--- config.mk ---
export PLATFORM = sky130hd
export DESIGN_NAME = tick_divider_bank
export DESIGN_NICKNAME = d
export VERILOG_FILES = /design/src/rtl/tick_divider_bank.sv
export SDC_FILE = /design/constraint.sdc
export NUM_CORES = 1
export LEC_CHECK = 0
export CAP_MARGIN = 30
export CORE_MARGIN = 1
export CORE_UTILIZATION = 48
export CTS_CLUSTER_SIZE = 24
export DETAILED_ROUTE_END_ITERATION = 7
export MAX_ROUTING_LAYER = met4
export PLACE_DENSITY = 0.82
export SLEW_MARGIN = 20
export SYNTH_ARGS = -nofsm -noshare
export SYNTH_HDL_FRONTEND = slang
export SYNTH_SLANG_ARGS = --single-unit
--- constraint.sdc ---
create_clock -name clk -period 2.5 [get_ports clk]
set_input_delay 0.5 -clock clk [delete_from_list [all_inputs] [get_ports clk]]
set_output_delay 0.5 -clock clk [all_outputs]
set_load 0.01 [all_outputs]
--- src/rtl/tick_divider_bank.sv ---
// Bank of independent programmable tick dividers, one two-state FSM per channel.
// Each channel emits a registered one-cycle tick every div+1 enabled cycles.
module tick_divider_bank #(
  parameter int WIDTH    = 8,
  parameter int CHANNELS = 4
) (
  input  logic                         clk,
  input  logic                         clr,
  input  logic [CHANNELS-1:0]          en,
  input  logic [CHANNELS*WIDTH-1:0]    div,
  input  logic [CHANNELS-1:0]          mode,
  input  logic [CHANNELS-1:0]          start,
  input  logic [CHANNELS-1:0]          stop,
  output logic [CHANNELS-1:0]          tick,
  output logic [CHANNELS-1:0]          busy,
  output logic [CHANNELS*WIDTH-1:0]    state
);

  typedef enum logic {IDLE = 1'b0, RUN = 1'b1} st_t;

  for (genvar ch = 0; ch < CHANNELS; ch++) begin : g_ch
    st_t              st_q, st_d;
    logic [WIDTH-1:0] cnt_q, cnt_d;
    logic [WIDTH-1:0] div_c;
    logic             tick_q, tick_d;

    assign div_c = div[ch*WIDTH +: WIDTH];

    always_ff @(posedge clk or posedge clr) begin
      if (clr) begin
        st_q   <= IDLE;
        cnt_q  <= '0;
        tick_q <= 1'b0;
      end else begin
        st_q   <= st_d;
        cnt_q  <= cnt_d;
        tick_q <= tick_d;
      end
    end

    // stop beats start, start beats counting; >= compare absorbs a shrinking div
    always_comb begin
      st_d   = st_q;
      cnt_d  = cnt_q;
      tick_d = 1'b0;
      if (stop[ch]) begin
        st_d  = IDLE;
        cnt_d = '0;
      end else if (start[ch]) begin
        st_d  = RUN;
        cnt_d = '0;
      end else begin
        case (st_q)
          RUN: begin
            if (en[ch]) begin
              if (cnt_q >= div_c) begin
                cnt_d  = '0;
                tick_d = 1'b1;
                if (mode[ch]) st_d = IDLE;
              end else begin
                cnt_d = cnt_q + 1'b1;
              end
            end
          end
          default: begin
            st_d  = IDLE;
            cnt_d = '0;
          end
        endcase
      end
    end

    assign tick[ch]                   = tick_q;
    assign busy[ch]                   = (st_q == RUN);
    assign state[ch*WIDTH +: WIDTH]   = cnt_q;
  end

endmodule
==> out/qor.yml <==
sta:
  period_minus_slack_ns: 2.18
  fmax_mhz: 458
  clock_skew_ns: 0.00677
  min_period_over_period_pct: 87.4
  setup_viol_count_final: 0
  finalHoldViolations: 0
  worstMarginPinSlew_ns: 0.488
  slew_headroom_pct: 67.5
  rsz0062_at_grt: "no"
  slew_violations: 0
  tns_ns: 0
drt:
  route.detailed.drc: 0
  avgRoutedWirePerCell_microns: 13.1
  post_drt_via_cell_ratio: 5.40
  wl_met3_microns: 257
  highest_layer: "met4"
  via_count: 2733
  routed_wl_microns: 6650
  drtIter0Drc: 108
  wl_met1_microns: 3070
  final_antenna_net_count: 0
  wl_met2_microns: 3260
  drtPass1Iterations: 4
synth:
  syn_inst: 339
  async_flop_share_pct: 100
  synth_most_common_cell: "inv_1"
  synthesis.nets: 425
  synth_area_leaders: "dfrtp_1 34%, ha_1 15%, inv_1 5.3%"
  synth_top_area_share_pct: 33.6
  syn_area_sq_um: 2980
  ys.flop_type: "dfrtp_1"
  yosysWarnings: 0
  post-synth-top-area-cell: "dfrtp_1"
  syn_avg_cell_area_sq_um: 8.78
  seq_area_frac_synth_pct: 33.6
  synth-seq-cells: 40
  synthTopCellsByCount: "42 x inv_1, 40 x dfrtp_1, 36 x ha_1, 31 x nor2_1"
  synth_edf_count: 0
  ys_types: 47
clocking:
  clock_latency_ns: 0.29
  numCtsBuffers: 5
  cts_setup_buffers: 0
  tritoncts: "yes"
  cts_max_level: 2
  clockRootBuffer: "clkbuf_8"
  cts_sinks: 40
  cts_hold_buf: 0
  clockBufferDepth: 2
  cts_resized: 0
  clk_pin_slew_worst_paths_ns: 0.07
global_route:
  gr-total-overflow: 0
  antenna_found_initial: 0
  grt_use_total_pct: 22.2
  grt_pass1_wl_microns: 11000
  grt_pass1_vias: 2560
  grt_start_max_net_pins: 41
final_layout:
  nFillCells: 502
  area_growth_syn_to_layout_pct: 34.8
  antenna_cells: 0
  drive_gt1_share_pct: 6.03
  final_cell_count_no_fill: 506
  final_nets: 517
worst_setup_path:
  regToRegSetupSlack_ns: 0.44
  cp.required_ns: 2.71
  arrival_ns: 2.39
  timing_worst_setup_path_type: "input pin to flop"
  endpoint_kind: "flop"
  crit_fanout: 6
  reg2reg_depth: 7
  reg2reg_from: "g_ch[3].cnt_q[0]$_DFFE_PP0P_"
  worstReg2RegEnd: "g_ch[3].cnt_q[5]$_DFFE_PP0P_"
  setup.worst_path.start_class: "input pin"
  worstSetupStartpoint: "div[18]"
placed_design:
  hpwl_microns: 5400
  gp_congestion: 0.800
  port_buffers: 89
  placed_cells: 499
min_path:
  hp-class: "flop to flop"
  min_to: "g_ch[2].cnt_q[7]$_DFFE_PP0P_"
  worstHoldStart: "g_ch[2].cnt_q[7]$_DFFE_PP0P_"
  worst_hold_path.num_cells: 2
status:
  status: "finished, final reports clean"
flow_run:
  max_cap_viol_count: 0
pwr:
  vdd_ir_drop_max_v: 0.000177
  p_leak_nw: 1.89
  powerDensity_nw_per_um2: 314
floorplanning:
  num_io_pins: 90
  dieArea_sq_um: 6520
  coreArea_sq_um: 5960
  rows: 28
  die_x_microns: 80.7
  die_y_microns: 80.7
  start_util_pct: 50.0
[worst max-delay path, cell delays in order]
cell and delay (ns):
clkdlybuf4s50_1 0.45, inv_1 0.04, ha_1 0.29, a211oi_1 0.24
o21ai_1 0.14, a211oi_4 0.29, buf_4 0.19, o21ai_0 0.09
a21oi_1 0.16
[power breakdown]
group	switching [mW]	total (mW)	internal [mW]
clock	0.201	0.390	0.189
sequential	0.00627	0.659	0.653
combinational	0.0896	0.211	0.121
total	0.297	1.26	0.964
[layer usage]
| metal | GRT usage (%) | up-vias |
|---|---|---|
| met3 | 4.04 | 8 |
| met4 | 6.25 | 0 |
| met2 | 36.8 | 64 |
| met1 | 27.7 | 1280 |
| met5 | - | - |
| li1 | - | 1381 |
[placed cells by master (no fill, tap or decap), drive strengths merged, types with 7 or more instances in the layout]
master / instances
dfrtp: 40
nor2: 33
o21ai: 27
nand2: 25
inv: 42
clkdlybuf4s50: 89
a22o: 7
nor2b: 9
ha: 36
and3: 12
nand4: 11
xor2: 8
a21oi: 11
nand3: 12
[registers in the layout (all words and copies together), names as in the netlist]
signal / count
g_ch.cnt_q: 32
g_ch.st_q: 4
g_ch.tick_q: 4
[worst max-delay path by stage]
stage,cells past startpoint,endpoint
floorplan,7,g_ch[2].cnt_q[2]$_DFFE_PP0P_
finish,9,g_ch[2].st_q$_DFF_PP0_
CTS,9,g_ch[2].st_q$_DFF_PP0_
global route,8,g_ch[2].cnt_q[2]$_DFFE_PP0P_
detailed placement,7,g_ch[1].cnt_q[4]$_DFFE_PP0P_
global placement,7,g_ch[1].cnt_q[7]$_DFFE_PP0P_
[cell families (layout without fill, tap and decap cells)]
| logic type | after synthesis | in the layout | share of synthesized area (%) |
|---|---|---|---|
| compound gates | 74 | 74 | 18.3 |
| fa+ha+maj | 36 | 36 | 15.1 |
| buf+inv | 51 | 143 | 7.44 |
| flops | 40 | 40 | 33.6 |
| mux | 2 | 2 | 0.673 |
| simple gates | 127 | 127 | 22.2 |
| xor+xnor | 9 | 9 | 2.65 |
[final cells by class]
type	instances	area, sq um	share of cell area (%)
clock inverters	1	5.00	0.125
flip-flops and latches	40	1000	25.0
clock buffers	6	72.6	1.81
well taps	75	93.8	2.34
inverters	42	158	3.93
repair buffers	94	928	23.1
multi-input cells	248	1750	43.7
[through the flow]
stage | instance area, sq um | total power, mW | hold WS [ns] | utilization (%) | setup WS (ns)
after global routing | 4010 | 1.33 | 0.604 | 67.4 | 0.130
after CTS | 4010 | 1.28 | 0.575 | 67.4 | 0.309
after detailed placement | 3930 | 0.883 | 0.558 | 66.1 | 0.0108
after global placement | 3930 | 0.877 | 0.558 | 66.1 | 0.0574
after floorplan | 2980 | 0.768 | 0.530 | - | 0.548
final | 4010 | 1.26 | 0.573 | 67.4 | 0.315
No activity file was read; power rests on OpenSTA's default activity.
